<file path="src/rtl/fetch_stage_pkg.sv">
// -----------------------------------------------------------------------------
// fetch_stage_pkg
//   Shared definitions for the instruction-fetch stage: default reset PC,
//   bubble encoding, FSM state encodings and a PC word-alignment helper.
// -----------------------------------------------------------------------------
package fetch_stage_pkg;

  localparam logic [31:0] RESET_PC_DEF = 32'h0000_0000;
  localparam logic [31:0] INST_NOP_DEF = 32'h0000_0013;  // addi x0,x0,0

  typedef enum logic {
    FETCH_BOOT = 1'b0,
    FETCH_RUN  = 1'b1
  } fetch_state_e;

  // Redirect targets are forced onto a word boundary.
  function automatic logic [31:0] align_pc(input logic [31:0] a);
    return {a[31:2], 2'b00};
  endfunction

endpackage

</file>
<file path="src/rtl/fetch_stage_pc_reg.sv">
// -----------------------------------------------------------------------------
// pc_reg
//   Architectural PC register. Load has priority over the +4 advance.
//   Ports:
//     clk      in  1   clock
//     rst      in  1   synchronous active-high reset (PcQ <= RESET_PC)
//     En       in  1   advance PcQ by 4
//     Load     in  1   load PcQ from LoadVal (wins over En)
//     LoadVal  in  32  value to load
//     PcQ      out 32  current PC
// -----------------------------------------------------------------------------
module pc_reg
  import fetch_stage_pkg::*;
#(
  parameter logic [31:0] RESET_PC = RESET_PC_DEF
) (
  input  logic        clk,
  input  logic        rst,
  input  logic        En,
  input  logic        Load,
  input  logic [31:0] LoadVal,
  output logic [31:0] PcQ
);

  logic [31:0] r_pc;

  always_ff @(posedge clk) begin
    if (rst) begin
      r_pc <= RESET_PC;
    end else if (Load) begin
      r_pc <= LoadVal;
    end else if (En) begin
      r_pc <= r_pc + 32'd4;  // modulo 2^32: 0xFFFF_FFFC wraps to 0
    end
  end

  assign PcQ = r_pc;

endmodule

</file>
<file path="src/rtl/fetch_stage.sv">
// -----------------------------------------------------------------------------
// fetch_stage
//   Instruction-fetch stage: holds the PC, drives the IROM address, captures
//   PC / PC+4 / instruction into the IF/ID register, applies stall and
//   redirect-squash, and counts valid fetched instructions.
//   Ports:
//     clk         in  1   clock
//     rst         in  1   synchronous active-high reset
//     Npc         in  32  redirect target
//     Redirect    in  1   load Npc (word aligned), squash fetch in flight
//     Stall       in  1   hold PC, IF/ID and FetchCount
//     IromInst    in  32  combinational IROM data at IromAddr
//     IromAddr    out 32  current PC
//     IfIdPc      out 32  PC of instruction in IF/ID
//     IfIdPc4     out 32  IfIdPc + 4
//     IfIdInst    out 32  instruction in IF/ID
//     IfIdValid   out 1   IF/ID holds a real instruction
//     FetchCount  out 32  valid instructions captured into IF/ID
// -----------------------------------------------------------------------------
module fetch_stage
  import fetch_stage_pkg::*;
#(
  parameter logic [31:0] RESET_PC = RESET_PC_DEF,
  parameter logic [31:0] INST_NOP = INST_NOP_DEF
) (
  input  logic        clk,
  input  logic        rst,
  input  logic [31:0] Npc,
  input  logic        Redirect,
  input  logic        Stall,
  input  logic [31:0] IromInst,
  output logic [31:0] IromAddr,
  output logic [31:0] IfIdPc,
  output logic [31:0] IfIdPc4,
  output logic [31:0] IfIdInst,
  output logic        IfIdValid,
  output logic [31:0] FetchCount
);

  fetch_state_e r_state;
  fetch_state_e w_state_nxt;

  logic        w_pc_en;
  logic        w_pc_load;
  logic        w_capture;
  logic        w_bubble;
  logic [31:0] w_pc;

  logic [31:0] r_ifid_pc;
  logic [31:0] r_ifid_pc4;
  logic [31:0] r_ifid_inst;
  logic        r_ifid_valid;
  logic [31:0] r_fetch_cnt;

  pc_reg #(
    .RESET_PC (RESET_PC)
  ) u_pc_reg (
    .clk     (clk),
    .rst     (rst),
    .En      (w_pc_en),
    .Load    (w_pc_load),
    .LoadVal (align_pc(Npc)),
    .PcQ     (w_pc)
  );

  always_ff @(posedge clk) begin
    if (rst) begin
      r_state <= FETCH_BOOT;
    end else begin
      r_state <= w_state_nxt;
    end
  end

  // BOOT inserts exactly one bubble and ignores Stall/Redirect/IromInst.
  // In RUN, Redirect outranks Stall.
  always_comb begin
    w_state_nxt = r_state;
    w_pc_en     = 1'b0;
    w_pc_load   = 1'b0;
    w_capture   = 1'b0;
    w_bubble    = 1'b0;
    case (r_state)
      FETCH_BOOT: begin
        w_state_nxt = FETCH_RUN;
        w_bubble    = 1'b1;
      end
      FETCH_RUN: begin
        if (Redirect) begin
          w_pc_load = 1'b1;
          w_bubble  = 1'b1;
        end else if (!Stall) begin
          w_pc_en   = 1'b1;
          w_capture = 1'b1;
        end
      end
      default: w_state_nxt = FETCH_BOOT;
    endcase
  end

  // IF/ID boundary. A bubble keeps IfIdPc/IfIdPc4 and only clears the
  // instruction and valid flag.
  always_ff @(posedge clk) begin
    if (rst) begin
      r_ifid_pc    <= 32'd0;
      r_ifid_pc4   <= 32'd0;
      r_ifid_inst  <= INST_NOP;
      r_ifid_valid <= 1'b0;
      r_fetch_cnt  <= 32'd0;
    end else if (w_bubble) begin
      r_ifid_inst  <= INST_NOP;
      r_ifid_valid <= 1'b0;
    end else if (w_capture) begin
      r_ifid_pc    <= w_pc;
      r_ifid_pc4   <= w_pc + 32'd4;
      r_ifid_inst  <= IromInst;
      r_ifid_valid <= 1'b1;
      r_fetch_cnt  <= r_fetch_cnt + 32'd1;
    end
  end

  assign IromAddr   = w_pc;
  assign IfIdPc     = r_ifid_pc;
  assign IfIdPc4    = r_ifid_pc4;
  assign IfIdInst   = r_ifid_inst;
  assign IfIdValid  = r_ifid_valid;
  assign FetchCount = r_fetch_cnt;

endmodule

</file>
<file path="config.mk">
export PLATFORM = sky130hd
export DESIGN_NAME = fetch_stage
export DESIGN_NICKNAME = d
export VERILOG_FILES = /design/src/rtl/fetch_stage_pkg.sv /design/src/rtl/fetch_stage_pc_reg.sv /design/src/rtl/fetch_stage.sv
export SDC_FILE = /design/constraint.sdc
export NUM_CORES = 1
export LEC_CHECK = 0
export ABC_CLOCK_PERIOD_IN_PS = 5600
export BUFFER_PORTS_ARGS = -buffer_cell sky130_fd_sc_hd__clkbuf_2
export CAP_MARGIN = 20
export CORE_AREA = 4 4 159 161
export CTS_CLUSTER_DIAMETER = 100
export DETAILED_ROUTE_END_ITERATION = 16
export DIE_AREA = 0 0 163 165
export GPL_ROUTABILITY_DRIVEN = 0
export GPL_TIMING_DRIVEN = 0
export MAX_ROUTING_LAYER = met4
export PLACE_DENSITY_LB_ADDON = 0.15
export SYNTH_ARGS = -nofsm -noshare
export SYNTH_HDL_FRONTEND = slang
export SYNTH_SLANG_ARGS = --single-unit
</file>
<file path="constraint.sdc">
create_clock -name clk -period 5.6 [get_ports clk]
set_input_delay 0.56 -clock clk [delete_from_list [all_inputs] [get_ports clk]]
set_output_delay 0.56 -clock clk [all_outputs]
set_load 0.05 [all_outputs]
</file>
==> results of run 1 <==
cell usage after synthesis, types with 5 or more instances:
cell type  count  area share (%)
nor3_1        19             1.3
o21ai_0       40             2.8
a31oi_1       19             1.7
xor2_1         9             1.1
nor4_1        15             1.3
buf_2         11            0.77
nand3_1       42             3.0
and2_1         8            0.70
and3_1        19             1.7
or4_1         15             1.6
a211oi_1       9            0.95
and4_1        14             1.7
mux2_2         6            0.95
o31a_1         6            0.74
nor2b_1        6            0.53
xnor2_1        9             1.1
nand2_1      111             5.9
clkbuf_1      50             2.6
buf_4          6            0.63
nand2b_1       5            0.44
o31ai_1       10             1.1
o311ai_0       5            0.62
nand4_1       19             1.7
o211ai_1       5            0.53
dfxtp_1      156              44
buf_1         18            0.95
nor2_1        34             1.8
o221a_2       29             4.6
a21oi_1       74             5.2
inv_1          8            0.42
or3_1         19             1.7
per-layer routing:
metal / wire length, um / GRT usage (%) / share of wire (%)
met1: 12700 / 27.0 / 44
met2: 13000 / 33.1 / 45
met3: 2400 / 6.21 / 8.3
met4: 715 / 7.62 / 2.5
met5: 0 / - / 0
worst max-delay path by stage:
stage / endpoint / cells past startpoint
5_1_grt: u_pc_reg.PcQ[22]$_SDFFE_PP0P_ / 5
3_5_place_dp: IfIdPc[10]$_SDFFE_PP0P_ / 6
3_3_place_gp: u_pc_reg.PcQ[8]$_SDFFE_PP0P_ / 6
4_1_cts: u_pc_reg.PcQ[22]$_SDFFE_PP0P_ / 5
6_report: u_pc_reg.PcQ[22]$_SDFFE_PP0P_ / 5
2_1_floorplan: FetchCount[20]$_SDFFE_PP0P_ / 7
per-stage QoR:
step	worst slack, ps	hold slack (ps)	cell area (sq um)	cells	total power (W)
after floorplan	3370	575	7130	850	0.00138
after global placement	2610	441	8630	1393	0.00149
after detailed placement	2680	447	8630	1393	0.00149
after CTS	3090	338	9230	1425	0.00267
after global routing	2890	339	9240	1426	0.00274
final	3070	352	9240	1426	0.00265
area by class of cell:
type,instances,area (sq um),share of cell area [%]
inverters,8,30.0,0.325
well taps,324,405,4.39
clock buffers,17,425,4.61
clock inverters,15,174,1.88
repair buffers,219,1100,11.9
diodes,1,2.50,0.0271
plain buffers,88,389,4.21
multi-input cells,598,3590,38.9
flip-flops and latches,156,3120,33.8
flip-flops by register name (all words and copies together), names as in the netlist:
| name | count |
|---|---|
| FetchCount | 32 |
| IfIdInst | 32 |
| IfIdPc | 30 |
| IfIdPc4 | 30 |
| IfIdValid | 1 |
| r_state | 1 |
| u_pc_reg.PcQ | 30 |
worst register-to-register path, stage by stage (launching register included):
cell and delay, ps:
dfxtp_1 420, nor3b_2 360, clkbuf_1 610, buf_1 650, o2111ai_1 250, o211ai_1 160
logic make-up after synthesis:
| logic type | count (synthesis) |
|---|---|
| and+or+nand+nor | 338 |
| AOI/OAI and AO/OA | 228 |
| DFF | 156 |
| buffers and inverters | 96 |
| xor gates and xnor gates | 18 |
| muxes | 6 |
| adders and majority gates | 2 |
| other | 1 |
where the power goes:
part | leakage (nW) | switching [W] | internal [W]
sequential | 1.26 | 0.0000256 | 0.00113
clock | 0.287 | 0.000581 | 0.000604
combinational | 2.13 | 0.000233 | 0.0000754
total | 3.68 | 0.000839 | 0.00181
placed cells by master, fill, tap and decap left out, types with 29 or more instances in the layout:
master / instances
clkbuf_1: 50
o221a_2: 29
nor2_1: 34
clkbuf_2: 219
nand2_1: 111
a21oi_1: 74
dfxtp_1: 156
nand3_1: 42
o21ai_0: 40
==> impl_metrics.yaml, run 1 <==
worst_hold_path:
  min_to: "IfIdInst[0]$_SDFFE_PP1P_"
  hold_class: "input pin to register"
  hold-path-cell-count: 2
  min_from: "IromInst[0]"
timing:
  finalCritPeriodShare_pct: 45.2
  relSlewSlack_pct: 46.2
  timing.fmax_ghz: 0.395
  hold_viol: 0
  clock_skew_ps: 9.57
  setup_viol: 0
  fin_tns_setup_ps: 0
  drv_slew: 0
  grt_setup_unrepaired: "no"
  tightest_slew_ps: 807
  post-route-min-period_ps: 2530
synthesis:
  synth_xor_area_share_pct: 2.22
  syn_area_sq_um: 7110
  synth_flop_cell: "dfxtp_1"
  synth_fa_ha_area_share_pct: 0.352
  ys_async_sr_fraction_pct: 0
  synth_compound_area_share_pct: 21.8
  synth_top_family_by_area: "simple AND/OR/NAND/NOR gates"
  ys_types: 58
  synthMuxAreaShare_pct: 0.950
  syn_area_per_cell_sq_um: 8.42
  synth_warnings: 0
  synth-edff-count: 0
  synth_seq_area_share_pct: 43.9
  synth-seq-cells: 156
  synth_simple_gate_area_share_pct: 24.8
  synthCells: 845
setup_path:
  cp_max_fo: 10
  crit_buf_inv: 2
  r2r_slack_ps: 3070
  cp.required_ps: 5950
  path_cells: "nor3b_2 -> clkbuf_1 -> buf_1 -> o2111ai_1 -> o211ai_1"
  endpoint_kind: "register"
  critical_path_class: "register to register"
  r2r_cells: 5
  cp_top_family: "buffers and inverters"
  worstReg2RegEnd: "u_pc_reg.PcQ[22]$_SDFFE_PP0P_"
  critPathLaunchType: "register"
  reg2reg_from: "r_state$_DFF_P_"
  crit_path_start: "r_state$_DFF_P_"
  worstPathArrival_ps: 2880
  critPathSlowestCell: "buf_1"
  critPathMaxStageDelay_ps: 650
floorplanning:
  ioPinCount: 229
  core-area_sq_um: 24000
  rows: 57
  die_w_um: 163
  start_util_pct: 29.7
  dieArea_sq_um: 26900
  die_h_um: 165
clocking:
  cts_hold_buf: 0
  cts_max_level: 4
  path_clk_slew_ps: 80
  numCtsBuffers: 17
  clock-root-buffer: "clkbuf_16"
  clkLatencyLatePin_ps: 440
  clock_path_buffers: 2
  cts_resized: 0
  clock_sinks: 156
  cts_tree: "built"
  cts_setup_buffers: 0
placement:
  port-buffer-count: 219
  dp.final_hpwl_um: 21400
global_routing:
  grt_pass1_wl_um: 43100
  grt_max_degree: 19
  antenna_found_initial: 1
  grt_usage_pct: 21.5
  grt-ovfl-total: 0
  grt_pass1_vias: 7162
power:
  leakagePower_nw: 3.68
  ir_drop_uv: 183
  power_density_nw_per_um2: 287
route:
  vias: 7508
  drtIter0Drc: 585
  first_pass_iters: 5
  drc: 0
  avgViaCountPerCell: 5.27
  ant_nets: 0
  wl_per_cell_um: 20.2
  routed_wl_um: 28800
cells_and_area:
  n_fill_cell: 2591
  syn2layout_area_growth_pct: 29.8
  utilization_pct: 38.5
  num-nets-final: 1158
  drive_gt1_share_pct: 28.4
outcome:
  status: "finished, final reports clean"
flow_run:
  drv_cap: 0
(Power assumes the default switching activity.)
==> run 2, diff against run 1 <==
- ABC_AREA: unset -> 1
- ABC_CLOCK_PERIOD_IN_PS: 5600 -> 2300
- CORE_AREA: 4 4 159 161 -> 4 4 156 158
- DIE_AREA: 0 0 163 165 -> 0 0 160 162
- clock period: 5.6 -> 2.3 ns (I/O delays scaled with it)
==> impl_metrics.yaml, run 2 <==
setup_path:
  critPathSlowestCell: "dfxtp_1"
  cp.required_ps: 2620
  endpoint_kind: "register"
  critPathMaxStageDelay_ps: 410
  worstPathArrival_ps: 2170
  cpMostUsedCell: "nor2_1"
  crit_path_start: "FetchCount[1]$_SDFFE_PP0P_"
  critPathLaunchType: "register"
  path_cells: "ha_1 -> inv_1 -> nor2_1 -> nand3_2 -> nor2_1 -> nand3_1 -> o21ai_0 -> nor2_1"
  critical_path_class: "register to register"
  cp_max_fo: 4
  reg2reg_from: "FetchCount[1]$_SDFFE_PP0P_"
floorplanning:
  dieArea_sq_um: 25900
  die_h_um: 162
  die_w_um: 160
  core-area_sq_um: 23100
  start_util_pct: 29.3
  rows: 56
  ioPinCount: 229
timing:
  tightest_slew_ps: 705
  clock_skew_ps: 12.8
  grt_setup_unrepaired: "no"
  timing.fmax_ghz: 0.541
  hold_viol: 0
  relSlewSlack_pct: 53.0
  post-route-min-period_ps: 1850
  fin_ws_ps: 452
  fin_tns_setup_ps: 0
  drv_slew: 0
  setup_viol: 0
  finalCritPeriodShare_pct: 80.3
outcome:
  status: "finished, final reports clean"
synthesis:
  syn_area_sq_um: 6770
  synth_most_common_cell: "nand2_1"
  yosys-top-cells-area: "dfxtp_1, nand2_1, nor2_1"
  syn_area_per_cell_sq_um: 7.17
  synthTopCellsByCount: "nand2_1, nor2_1, dfxtp_1, a21oi_1, o21ai_0"
  synth-seq-cells: 156
  ys_types: 31
  synth-edff-count: 0
  synth_flop_cell: "dfxtp_1"
  yosysTopAreaCell: "dfxtp_1"
  synth_top_area_share_pct: 46.1
  synth_seq_area_share_pct: 46.1
  synth_warnings: 0
  synthCells: 944
  ys_async_sr_fraction_pct: 0
route:
  wl_per_cell_um: 16.2
  ant_nets: 0
  avgViaCountPerCell: 4.56
  vias: 6810
  drtIter0Drc: 324
  drc: 0
  routed_wl_um: 24200
  first_pass_iters: 5
cells_and_area:
  syn2layout_area_growth_pct: 31.0
  diodes: 0
  drive_gt1_share_pct: 25.4
  layout_commonest_cell: "clkbuf_2"
  multiInputGateArea_sq_um: 3190
  num-nets-final: 1260
  n_fill_cell: 2564
  final_cell_mix: "clkbuf_2, nand2_1, nor2_1"
  area.sequential_sq_um: 3120
global_routing:
  grt_pass1_vias: 6775
  antenna_found_initial: 0
  grt_max_degree: 19
  grt_pass1_wl_um: 38200
  grt_usage_pct: 19.4
  grt-ovfl-total: 0
flow_run:
  drv_cap: 0
power:
  leakagePower_nw: 3.70
  ir_drop_uv: 507
  power_density_nw_per_um2: 720
clocking:
  clkLatencyLatePin_ps: 440
  path_clk_slew_ps: 70
  clock_sinks: 156
  clock_path_buffers: 2
  cts_tree: "built"
  cts_resized: 0
  cts_max_level: 4
  numCtsBuffers: 17
  clock-root-buffer: "clkbuf_16"
worst_hold_path:
  hold_class: "input pin to register"
  min_from: "IromInst[1]"
placement:
  dp.final_hpwl_um: 18700
  dpl_worst_slack_ps: 505
  port-buffer-count: 220
-- run 2: cell types whose count changed in the layout (fill, tap and decap cells not counted), sizes merged, moves of 22 or more --
cell,previous run,this run
o21ai,40,76
nor2,34,192
nand2,111,210
inv,16,72
clkbuf,286,264
o221a,29,0
-- run 2: worst max-delay path: cells and delay by family, from the launching register on --
family | cells | cell delay [ps]
buf+inv | 1 | 40
compound gates | 1 | 170
simple gates | 5 | 920
fa+ha+maj | 1 | 200
flops | 1 | 410
-- run 2: layout make-up --
cell class	count	area share, %
clock inverter	15	1.90
tap	290	4.09
buffer	49	2.71
clock buffer	17	4.80
timing repair buffer	222	12.6
multi-input combinational	680	35.9
sequential	156	35.2
inverter	64	2.71
-- run 2: repair_timing --
action | 4_1_cts | 5_1_grt
hold endpoints to repair | 2 | 0
buffers inserted | 0 | 0
endpoints found under the setup margin | 0 | 0
hold buffers | 2 | 0
-- run 2: where the power goes --
group          switching, W  internal, W  leakage, nW
Clock               0.00139      0.00147        0.286
Combinational      0.000517     0.000179         2.15
Sequential        0.0000711      0.00277         1.27
Total               0.00197      0.00441         3.70
-- run 2: cell families (layout without fill, tap and decap cells) --
kind of cell | count (synthesis) | in the layout | share of synthesized area, %
xor+xnor | 14 | 14 | 1.81
compound gates | 193 | 193 | 15.4
flops | 156 | 156 | 46.1
simple gates | 465 | 465 | 29.2
buf+inv | 113 | 367 | 7.10
other cells | 1 | 6 | 0.0554
fa+ha+maj | 2 | 2 | 0.369
-- run 2: layer usage --
metal | wire (um) | vias up | global-route usage (%)
li1 | - | 3557 | -
met5 | 0 | - | -
met4 | 421 | 0 | 5.94
met2 | 11300 | 179 | 31.4
met1 | 10900 | 3049 | 23.5
met3 | 1600 | 25 | 5.56
-- run 2: path summary, 6_finish.rpt --
path	slack, ps	to	depth (start not counted)
min	30	IfIdInst[1]$_SDFFE_PP1P_	3
min reg2reg	470	IfIdPc4[16]$_SDFFE_PP0P_	2
max	450	FetchCount[26]$_SDFFE_PP0P_	8
max reg2reg	450	FetchCount[26]$_SDFFE_PP0P_	8
-- run 2: through the flow --
| step | std cells | utilization (%) | power, W | hold slack (ps) | cell area [sq um] |
|---|---|---|---|---|---|
| 6_report | 1493 | 38.4 | 0.00639 | 25.2 | 8870 |
| 5_1_grt | 1493 | 38.4 | 0.00665 | 36.2 | 8870 |
| 4_1_cts | 1493 | 38.4 | 0.00649 | 6.29 | 8870 |
| 3_5_place_dp | 1459 | 35.7 | 0.00360 | 440 | 8250 |
| 3_3_place_gp | 1459 | 35.7 | 0.00360 | 430 | 8250 |
| 2_1_floorplan | 949 | - | 0.00336 | 343 | 6790 |
==> run 3, diff against run 2 <==
- ABC_CLOCK_PERIOD_IN_PS: 2300 -> 1700
- clock period: 2.3 -> 1.7 ns (I/O delays scaled with it)
==> impl_metrics.yaml, run 3 (synthesis results as in run 2) <==
cells_and_area:
  layout_commonest_cell: "clkbuf_2"
  area.sequential_sq_um: 3160
  drive_gt1_share_pct: 27.7
  num-nets-final: 1289
  final_cell_mix: "clkbuf_2, nand2_1, nor2_1"
  syn2layout_area_growth_pct: 37.2
  diodes: 0
  multiInputGateArea_sq_um: 3270
  utilization_pct: 40.2
  n_fill_cell: 2516
  design_area_sq_um: 9290
flow_run:
  drv_cap: 0
power:
  power_density_nw_per_um2: 954
  leakagePower_nw: 3.87
  ir_drop_uv: 517
timing:
  tightest_slew_ps: 679
  hold_viol: 0
  relSlewSlack_pct: 54.7
  finalCritPeriodShare_pct: 92.7
  clock_skew_ps: 10.7
  drv_slew: 0
  setup_viol: 0
  timing.fmax_ghz: 0.635
  grt_setup_unrepaired: "no"
  post-route-min-period_ps: 1580
clocking:
  clock_sinks: 156
  cts_tree: "built"
  clkLatencyLatePin_ps: 430
  cts_max_level: 4
  clock-root-buffer: "clkbuf_16"
  numCtsBuffers: 17
  path_clk_slew_ps: 70
  clock_path_buffers: 2
route:
  avgViaCountPerCell: 4.58
  drc: 0
  drtIter0Drc: 284
  ant_nets: 0
  wl_per_cell_um: 16.2
  first_pass_iters: 5
  vias: 6972
  routed_wl_um: 24700
floorplanning:
  die_w_um: 160
  core-area_sq_um: 23100
  rows: 56
  dieArea_sq_um: 25900
  start_util_pct: 29.3
  die_h_um: 162
  ioPinCount: 229
global_routing:
  grt-ovfl-total: 0
  grt_pass1_vias: 6876
  grt_pass1_wl_um: 38700
  grt_usage_pct: 19.6
  antenna_found_initial: 0
  grt_max_degree: 17
placement:
  dp.final_hpwl_um: 18600
  placed_area_sq_um: 8260
  port-buffer-count: 220
outcome:
  status: "finished, final reports clean"
setup_path:
  critPathMaxStageDelay_ps: 390
  critical_path_class: "register to register"
  cp.required_ps: 1990
  path_cells: "ha_4 -> nand2_2 -> nor2_4 -> nand2_4 -> nor2_4 -> a21oi_1 -> o21ai_0 -> a21oi_1"
  critPathSlowestCell: "dfxtp_4"
  critPathLaunchType: "register"
  worstPathArrival_ps: 1860
  endpoint_kind: "register"
  crit_buf_inv: 0
  cp_top_family: "simple AND/OR/NAND/NOR gates"
  cp_max_fo: 6
worst_hold_path:
  hold_class: "input pin to register"
run 3: changes by cell type in the layout (fill, tap and decap cells not counted), moves of 2 or more:
cell           previous run  this run
bufinv_16                 0         2
clkinvlp_4                2         0
nor2_1                  174       169
buf_4                     9        11
dfxtp_2                   0        21
nand2_1                 205       203
dfxtp_4                   0         2
dlygate4sd3_1             2        29
dfxtp_1                 156       133
inv_8                     7         3
clkinv_8                  3         0
nor2_4                   11        17
inv_6                     1         7
run 3: cell type report:
class	instances	area share [%]
flip-flops and latches	156	34.0
clock inverters	14	1.82
plain buffers	49	2.61
repair buffers	251	15.1
inverters	64	2.59
multi-input cells	680	35.2
well taps	290	3.91
clock buffers	18	4.73
run 3: worst paths after layout:
| kind | from | end | slack (ps) | cells past startpoint |
|---|---|---|---|---|
| worst min-delay path | IromInst[24] | IfIdInst[24]$_SDFFE_PP0P_ | 10 | 3 |
| worst max register to register | u_pc_reg.PcQ[2]$_SDFFE_PP0P_ | IfIdPc4[18]$_SDFFE_PP0P_ | 120 | 8 |
| worst min register to register | IfIdPc4[29]$_SDFFE_PP0P_ | IfIdPc4[29]$_SDFFE_PP0P_ | 460 | 2 |
| worst max-delay path | u_pc_reg.PcQ[2]$_SDFFE_PP0P_ | IfIdPc4[18]$_SDFFE_PP0P_ | 120 | 8 |
run 3: what timing repair did:
item	CTS	global route
gates cloned	0	0
buffers inserted	0	2
endpoints found under the hold margin	29	0
pin swaps	0	3
hold buffers	29	0
resized for setup	4	36
setup endpoints to repair	12	72
run 3: routing by layer:
layer  GRT usage [%]  vias to the layer above  share of wire, %
met4            5.04                        0               1.3
met5               -                        -                 0
met3            4.77                       22               5.8
met1            24.6                     3166                46
met2            31.9                      177                47
li1                -                     3607                 -
run 3: worst min-delay path: stages:
cell and delay, ps:
clkbuf_2 70, o21ai_0 80, nor2_1 80
run 3: power breakdown:
part / leakage (nW) / internal (W) / switching, W
combinational: 2.29 / 0.000286 / 0.000717
clock: 0.303 / 0.00227 / 0.00175
sequential: 1.28 / 0.00375 / 0.0000989
total: 3.87 / 0.00631 / 0.00256
run 3: through the flow:
step / total power (W) / TNS, ps / std cells / hold WS (ps) / setup WS [ps]
floorplan: 0.00454 / 0 / 949 / 283 / 3.31
global placement: 0.00488 / -77.8 / 1459 / 369 / -64.7
detailed placement: 0.00488 / -99.9 / 1459 / 375 / -84.0
CTS: 0.00898 / -11.2 / 1520 / 0.284 / -11.2
global route: 0.00922 / 0 / 1522 / 12.8 / 2.30
finish: 0.00887 / 0 / 1522 / 9.59 / 124
